<file path="src/rtl/ni_packetizer_pkg.sv">
// Shared network definitions: flit format, flit types, router ports and field widths.
package ni_packetizer_pkg;

  localparam int unsigned VC_PER_PORT    = 2;
  localparam int unsigned VC_PER_PORT_W  = 1;
  localparam int unsigned X_W            = 2;
  localparam int unsigned Y_W            = 2;
  localparam int unsigned FLIT_PAYLOAD_W = 16;

  typedef enum logic [1:0] {
    FlitHeader = 2'd0,
    FlitBody   = 2'd1,
    FlitTail   = 2'd2,
    FlitHt     = 2'd3
  } flit_type_t;

  // North is the direction of increasing Y, East of increasing X.
  typedef enum logic [2:0] {
    PortLocal = 3'd0,
    PortNorth = 3'd1,
    PortEast  = 3'd2,
    PortSouth = 3'd3,
    PortWest  = 3'd4
  } port_t;

  typedef struct packed {
    flit_type_t                  ftype;
    logic [VC_PER_PORT_W-1:0]    vc;
    logic [X_W-1:0]              dest_x;
    logic [Y_W-1:0]              dest_y;
    port_t                       next_hop_port;
    logic [FLIT_PAYLOAD_W-1:0]   payload;
  } flit_t;

endpackage

</file>
<file path="src/rtl/ni_xy_route.sv">
// XY dimension-ordered routing for the local router: resolve X first, then Y, else Local.
module ni_xy_route
  import ni_packetizer_pkg::*;
#(
  parameter int unsigned MY_X_ADDR = 2,
  parameter int unsigned MY_Y_ADDR = 1
) (
  input  logic [X_W-1:0] dest_x_i,
  input  logic [Y_W-1:0] dest_y_i,
  output port_t          port_o
);

  localparam logic [X_W-1:0] MyX = X_W'(MY_X_ADDR);
  localparam logic [Y_W-1:0] MyY = Y_W'(MY_Y_ADDR);

  always_comb begin
    port_o = PortLocal;
    if (dest_x_i > MyX) begin
      port_o = PortEast;
    end else if (dest_x_i < MyX) begin
      port_o = PortWest;
    end else if (dest_y_i > MyY) begin
      port_o = PortNorth;
    end else if (dest_y_i < MyY) begin
      port_o = PortSouth;
    end
  end

endmodule

</file>
<file path="src/rtl/ni_packetizer.sv">
// Network-interface injector: latches a whole packet and streams it as flits into the
// router local port, stalling on the packet's VC on/off backpressure.
module ni_packetizer
  import ni_packetizer_pkg::*;
#(
  parameter int unsigned MY_X_ADDR = 2,
  parameter int unsigned MY_Y_ADDR = 1,
  parameter int unsigned MAX_FLITS = 4
) (
  input  logic                                clk,
  input  logic                                reset,
  input  logic                                pkt_valid,
  output logic                                pkt_ready,
  input  logic [VC_PER_PORT_W-1:0]            pkt_vc,
  input  logic [X_W-1:0]                      pkt_dest_x,
  input  logic [Y_W-1:0]                      pkt_dest_y,
  input  logic [$clog2(MAX_FLITS+1)-1:0]      pkt_len,
  input  logic [MAX_FLITS*FLIT_PAYLOAD_W-1:0] pkt_data,
  input  logic [VC_PER_PORT-1:0]              on_off_in,
  output logic                                wr_en_out,
  output flit_t                               flit_out
);

  localparam int unsigned LEN_W  = $clog2(MAX_FLITS + 1);
  localparam int unsigned DATA_W = MAX_FLITS * FLIT_PAYLOAD_W;
  localparam logic [LEN_W-1:0] LenOne = LEN_W'(1);
  localparam logic [LEN_W-1:0] LenMax = LEN_W'(MAX_FLITS);

  typedef enum logic {StIdle, StSend} state_e;

  state_e                   state_q, state_d;
  logic [LEN_W-1:0]         cnt_q, cnt_d;
  logic [LEN_W-1:0]         len_q, len_d;
  logic [VC_PER_PORT_W-1:0] vc_q, vc_d;
  logic [X_W-1:0]           dest_x_q, dest_x_d;
  logic [Y_W-1:0]           dest_y_q, dest_y_d;
  logic [DATA_W-1:0]        data_q, data_d;
  logic                     wr_en_q, wr_en_d;
  flit_t                    flit_q, flit_d;

  port_t      route;
  flit_type_t ftype;

  ni_xy_route #(
    .MY_X_ADDR(MY_X_ADDR),
    .MY_Y_ADDR(MY_Y_ADDR)
  ) u_route (
    .dest_x_i(dest_x_q),
    .dest_y_i(dest_y_q),
    .port_o  (route)
  );

  assign pkt_ready = (state_q == StIdle) && !reset;

  always_comb begin
    state_d  = state_q;
    cnt_d    = cnt_q;
    len_d    = len_q;
    vc_d     = vc_q;
    dest_x_d = dest_x_q;
    dest_y_d = dest_y_q;
    data_d   = data_q;
    wr_en_d  = 1'b0;
    flit_d   = flit_q;
    ftype    = FlitBody;

    unique case (state_q)
      StIdle: begin
        if (pkt_valid && pkt_ready) begin
          len_d    = pkt_len;
          vc_d     = pkt_vc;
          dest_x_d = pkt_dest_x;
          dest_y_d = pkt_dest_y;
          data_d   = pkt_data;
          cnt_d    = '0;
          state_d  = StSend;
        end
      end
      StSend: begin
        // Only the latched VC's backpressure bit matters.
        if (!on_off_in[vc_q]) begin
          if (len_q == LenOne) begin
            ftype = FlitHt;
          end else if (cnt_q == '0) begin
            ftype = FlitHeader;
          end else if (cnt_q == len_q - LenOne) begin
            ftype = FlitTail;
          end else begin
            ftype = FlitBody;
          end
          wr_en_d              = 1'b1;
          flit_d.ftype         = ftype;
          flit_d.vc            = vc_q;
          flit_d.dest_x        = dest_x_q;
          flit_d.dest_y        = dest_y_q;
          flit_d.next_hop_port = (ftype == FlitHeader || ftype == FlitHt) ? route : PortLocal;
          flit_d.payload       = data_q[FLIT_PAYLOAD_W*int'(cnt_q) +: FLIT_PAYLOAD_W];
          cnt_d                = cnt_q + LenOne;
          if (cnt_q == len_q - LenOne) begin
            state_d = StIdle;
          end
        end
      end
      default: state_d = StIdle;
    endcase
  end

  always_ff @(posedge clk) begin
    if (reset) begin
      state_q  <= StIdle;
      cnt_q    <= '0;
      len_q    <= '0;
      vc_q     <= '0;
      dest_x_q <= '0;
      dest_y_q <= '0;
      data_q   <= '0;
      wr_en_q  <= 1'b0;
      flit_q   <= '0;
    end else begin
      state_q  <= state_d;
      cnt_q    <= cnt_d;
      len_q    <= len_d;
      vc_q     <= vc_d;
      dest_x_q <= dest_x_d;
      dest_y_q <= dest_y_d;
      data_q   <= data_d;
      wr_en_q  <= wr_en_d;
      flit_q   <= flit_d;
    end
  end

  assign wr_en_out = wr_en_q;
  assign flit_out  = flit_q;

  // A zero or oversized length must never be accepted.
  assert property (@(posedge clk) disable iff (reset)
    (pkt_valid && pkt_ready) |-> (pkt_len != '0 && pkt_len <= LenMax));

endmodule

</file>
<file path="config.mk">
export PLATFORM = sky130hd
export DESIGN_NAME = ni_packetizer
export DESIGN_NICKNAME = d
export VERILOG_FILES = /design/src/rtl/ni_packetizer_pkg.sv /design/src/rtl/ni_xy_route.sv /design/src/rtl/ni_packetizer.sv
export SDC_FILE = /design/constraint.sdc
export NUM_CORES = 1
export LEC_CHECK = 0
export CAP_MARGIN = 20
export CORE_MARGIN = 1
export CORE_UTILIZATION = 50
export DETAILED_ROUTE_END_ITERATION = 10
export PLACE_DENSITY = 0.86
export SYNTH_ARGS = -nofsm -noshare
export SYNTH_HDL_FRONTEND = slang
export SYNTH_SLANG_ARGS = --single-unit
</file>
<file path="constraint.sdc">
create_clock -name clk -period 3.54 [get_ports clk]
set_clock_uncertainty 0.2 [all_clocks]
set_input_delay 0.708 -clock clk [delete_from_list [all_inputs] [get_ports clk]]
set_output_delay 0.708 -clock clk [all_outputs]
set_load 0.05 [all_outputs]
</file>
==> results of run 1 <==
-- flip-flops by register name (all words and copies together) (netlist names) --
| register | cells |
|---|---|
| data_q | 64 |
| vc_q | 1 |
| state_q | 1 |
| dest_x_q | 2 |
| wr_en_out | 1 |
| dest_y_q | 2 |
| cnt_q | 3 |
| len_q | 3 |
| flit_out | 26 |
-- logic make-up after synthesis --
kind of cell | synth area share
compound gates | 0.149
flops | 0.492
xor+xnor | 0.0119
simple gates | 0.174
fa+ha+maj | 0.0119
buf+inv | 0.0603
mux | 0.101
-- path summary, 6_finish.rpt --
kind,endpoint,slack (ns)
worst max-delay path,pkt_ready,0.64
worst min register to register,flit_out[16],0.25
worst max register to register,flit_out[15],1.36
worst min-delay path,flit_out[16],0.25
-- power by group --
part	total [mW]	switching (mW)	internal (mW)
clock network	0.796	0.394	0.402
registers	1.29	0.0506	1.24
logic	0.369	0.185	0.184
-- final cells by class --
type | count | area, sq um | area share
flip-flops and latches | 103 | 2060 | 0.379
multi-input cells | 324 | 1890 | 0.346
repair buffers | 109 | 1110 | 0.204
well taps | 105 | 131 | 0.0241
clock buffers | 10 | 128 | 0.0234
clock inverters | 6 | 92.6 | 0.0170
inverters | 9 | 33.8 | 0.00620
-- through the flow --
stage | setup slack (ns) | total power, mW
6_report | 0.637 | 2.45
5_1_grt | 0.593 | 2.56
4_1_cts | 0.648 | 2.47
3_5_place_dp | 0.625 | 1.68
3_3_place_gp | 0.660 | 1.67
2_1_floorplan | 0.913 | 1.53
-- metal layers --
metal | global-route usage | share of wire | up-vias
li1 | - | - | 1761
met1 | 0.283 | 0.44 | 1644
met2 | 0.368 | 0.49 | 121
met3 | 0.0309 | 0.058 | 12
met4 | 0.0872 | 0.013 | 0
met5 | 0 | 0 | -
-- worst max-delay path, stage by stage --
cell             delay, ns
clkdlybuf4s50_1       0.75
nor2_1                0.35
buf_12                0.18
-- placed cells by master, fill, tap and decap left out, drive strengths merged, types with 5 or more instances in the layout --
cell type,instances
a22oi,16
clkbuf,10
o21ai,72
dfxtp,103
nand2,155
clkdlybuf4s50,103
a21oi,15
buf,6
o31ai,5
inv,10
nor2,22
mux4,16
==> impl_results.md, run 1 <==
- Tcrit/Tclk final: 0.820
- Max rail drop VDD: 0.000209 V
- Die ar.: 0.00876 sq mm
- Yosys Warn Count: 0
- Hold_buf cts: 0
- WHS Path Cells: 2
- Leakage power: 1.98 nW
- Diode count: 0
- Synth cell types: 36
- Filler instances: 672
- Largest net degree at the start of global routing: 80
- Routed vias: 3,538
- Die height: 93.6 um
- Cell Pwr Density: 450 mW/mm^2
- Final Cell Area: 0.00545 sq mm
- Hold Vio Cnt, Final: 0
- Buffers on Ports: 104
- Post_cts resized: 0
- Max Freq: 344 MHz
- Area contributors post-synth: dfxtp_1, nand2_1, o21ai_0
- Starting Density: 0.513
- Critical Path Source Type: input pin
- Final TNS setup: 0 ns
- # Post-CTS Setup Buffers: 0
- Req. time, crit path: 2.63 ns
- Post-synth EDFFs: 0
- RSZ-0062 raised after global routing: false
- Worst R2R Path Depth: 4
- Clk Tree Root Cell: clkbuf_8
- Synth Area per Inst: 8.87 sq um
- Hold WS: 0.254 ns
- GR Overflow Total: 0
- Count of clock tree sinks: 103
- Vias in the first global route: 3,322
- Register area share after synthesis: 0.492
- RD Place Congestion: 0.731
- Setup-failing EPs final: 0
- Synth Net Count: 554
- Clk buf depth: 2
- Worst R2R Start: cnt_q[0]
- Most common cell in the synthesized netlist: nand2_1
- Post-synth top area share: 0.492
- Share of layout cells above drive strength 1: 0.0553
- Post-synthesis cell count: 473
- Maxcap violations: 0
- Final min period: 2.90 ns
- #FFs+latches synth: 103
- Top_reg_cell synth: dfxtp_1
- Worst setup EP type: primary output
- Detail Route Antenna Nets: 0
- Synth Cell Area: 0.00419 sq mm
- Initial DRC count: 149
- Final nets: 637
- Post-Layout Cell Count: 666
- Final Util: 0.666
- Post-synth top area cell: dfxtp_1
- Placed insts: 650
- Clk slew on worst S/H paths: 0.09 ns
- TritonCTS buffer count: 9
- DRT Wirelength: 9130 um
- CP Class: input pin to primary output
- DRC viols: 0
- Status: completed
- First-pass GRT wire length: 15,000 um
- Rows: 33
- Initial antenna violation count: 0
- Hold Crit Class: register to register
- Slew headroom: 0.376
- Via/cell ratio: 5.31
- Ys async rst share: 0
- Die Wd: 93.6 um
- Clock Latency Late Sink: 0.36 ns
- IO Count: 105
- DR WL/cell: 13.7 um
- Critical Path AT: 2.00 ns
- Synth-to-layout area growth: 29.9%
- GRT Total Usage: 0.219
- Beginning of the worst hold path: flit_out[16]
- H-tree levels: 3
- TritonCTS clock tree: built
- Pins Over Slew Limit: 0
- Top cells by count, synth: nand2_1, dfxtp_1, o21ai_0, nor2_1, a22oi_1
- DR pass1 iterations: 4
- Crit path launch: reset
- Core Area: 0.00818 sq mm
- Placement Cell Area: 0.00523 sq mm
- Slew @ Worst Pin: 0.934 ns
- Crit Path Max Fanout: 14
- Post-DP HPWL: 6240 um
(Power assumes the default switching activity.)
==> inputs of run 2 (changes only) <==
Settings changed: CORE_UTILIZATION 50 to 49, PLACE_DENSITY 0.86 to 0.85.
Clock period 3.54 ns to 2.82 ns, I/O delays scaled along.
==> impl_results.md, run 2 (synthesized netlist as in run 1, its figures left out) <==
- Status: completed
- Vias in the first global route: 3,348
- Largest net degree at the start of global routing: 71
- Cell Pwr Density: 539 mW/mm^2
- Hold Crit Class: register to register
- Post-DP HPWL: 6780 um
- Register with the most flip-flops: data_q
- Detail Route Antenna Nets: 0
- Beginning of the worst hold path: data_q[42]
- Die height: 94.5 um
- GRT Total Usage: 0.221
- Crit Path Max Fanout: 9
- Clk buf depth: 2
- DRC viols: 0
- DP Worst Slack: 0.311 ns
- Crit-path max cell delay: 0.59 ns
- Final nets: 644
- Hold Vio Cnt, Final: 0
- Synth-to-layout area growth: 30.2%
- Max FFs per register: 64
- Capture point of the worst reg-to-reg path: flit_out[24]
- Clk slew on worst S/H paths: 0.11 ns
- Count of clock tree sinks: 103
- DRT Wirelength: 9400 um
- Setup-failing EPs final: 0
- Core Area: 0.00826 sq mm
- Hold_buf cts: 0
- TritonCTS buffer count: 9
- Hold path endpoint: data_q[42]
- Clock Latency Late Sink: 0.36 ns
- Crit path cell chain: clkdlybuf4s50_1 > nor2_1 > buf_12
- Worst R2R Path Depth: 4
- CP Class: input pin to primary output
- Maxcap violations: 0
- FF-to-FF setup slack: 0.86 ns
- Critical Path Source Type: input pin
- DR WL/cell: 14.0 um
- Most frequent cells in the layout: nand2_1, dfxtp_1, clkdlybuf4s50_1, o21ai_0, nor2_1
- TritonCTS clock tree: built
- Leakage power: 2.00 nW
- Slew @ Worst Pin: 0.585 ns
- GR Overflow Total: 0
- Post_cts resized: 0
- Final WS setup: 0.450 ns
- CP max-delay cell: clkdlybuf4s50_1
- Rows: 33
- Initial antenna violation count: 0
- RSZ-0062 raised after global routing: false
- RD Place Congestion: 0.734
- Pins Over Slew Limit: 0
- IO Count: 105
- Final min period: 2.37 ns
- Final TNS setup: 0 ns
- Hold WS: 0.253 ns
- Final Total Pwr: 2.94 mW
- Worst setup EP type: primary output
- DR pass1 iterations: 4
- Max rail drop VDD: 0.000288 V
- # Post-CTS Setup Buffers: 0
- Commonest non-fill, non-tap cell in the layout: nand2_1
- Max Freq: 422 MHz
- Diode count: 0
- Slew headroom: 0.608
- Clk Tree Root Cell: clkbuf_8
- Die ar.: 0.00893 sq mm
- Critical Path AT: 1.61 ns
- Req. time, crit path: 2.06 ns
- Worst R2R Start: vc_q
- First-pass GRT wire length: 15,400 um
- Via/cell ratio: 5.26
- WHS Path Cells: 2
- Tcrit/Tclk final: 0.840
- Crit path buf inv count: 2
- Share of layout cells above drive strength 1: 0.0687
- CP top delay family: buffers and inverters
- Starting Density: 0.508
- Buffers on Ports: 104
- Routed vias: 3,540
- Die Wd: 94.5 um
- Initial DRC count: 137
- H-tree levels: 3
- Crit path launch: reset
## run 2: changes by cell type in the layout (fill, tap and decap cells not counted)
cell	before	now
inv_6	1	2
clkinv_4	1	2
bufinv_16	2	0
clkinvlp_4	2	0
clkinv_2	0	2
clkbuf_1	1	0
buf_4	3	10
inv_8	0	1
## run 2: worst max-delay path by stage
stage	slack (ns)	endpoint	cells after the start
2_1_floorplan	0.48	pkt_ready	3
3_3_place_gp	0.44	flit_out[24]	5
3_5_place_dp	0.31	flit_out[24]	5
4_1_cts	0.45	pkt_ready	3
5_1_grt	0.37	pkt_ready	3
6_report	0.45	pkt_ready	3
## run 2: final cells by class
type / count / area, sq um
fillers: 670 / 2800
repair buffers: 116 / 1170
clock inverters: 7 / 56.3
multi-input cells: 324 / 1890
well taps: 105 / 131
clock buffers: 9 / 124
flip-flops and latches: 103 / 2060
inverters: 9 / 33.8
## run 2: per-layer routing
layer | vias up | track usage | share of wire | routed length (um)
met5 | - | 0 | 0 | 0
met4 | 0 | 0.0783 | 0.014 | 136
met3 | 11 | 0.0386 | 0.045 | 423
met2 | 92 | 0.388 | 0.50 | 4700
met1 | 1666 | 0.274 | 0.44 | 4140
li1 | 1771 | - | - | -
## run 2: where the power goes
part	internal, mW	switching (mW)
combinational	0.239	0.241
clock	0.334	0.517
sequential	1.55	0.0579
total	2.13	0.816
## run 2: worst reg2reg max path, cell delays in order (launching register included)
cell     delay, ns
dfxtp_1       0.38
mux2i_2       0.38
nand2_2       0.43
a21oi_1       0.34
a21oi_1       0.12
## run 2: metrics by stage
| stage | util | area [sq um] | std cells |
|---|---|---|---|
| floorplan | - | 4190 | 473 |
| global placement | 0.639 | 5280 | 657 |
| detailed placement | 0.639 | 5280 | 657 |
| CTS | 0.661 | 5460 | 673 |
| global route | 0.661 | 5460 | 673 |
| finish | 0.661 | 5460 | 673 |
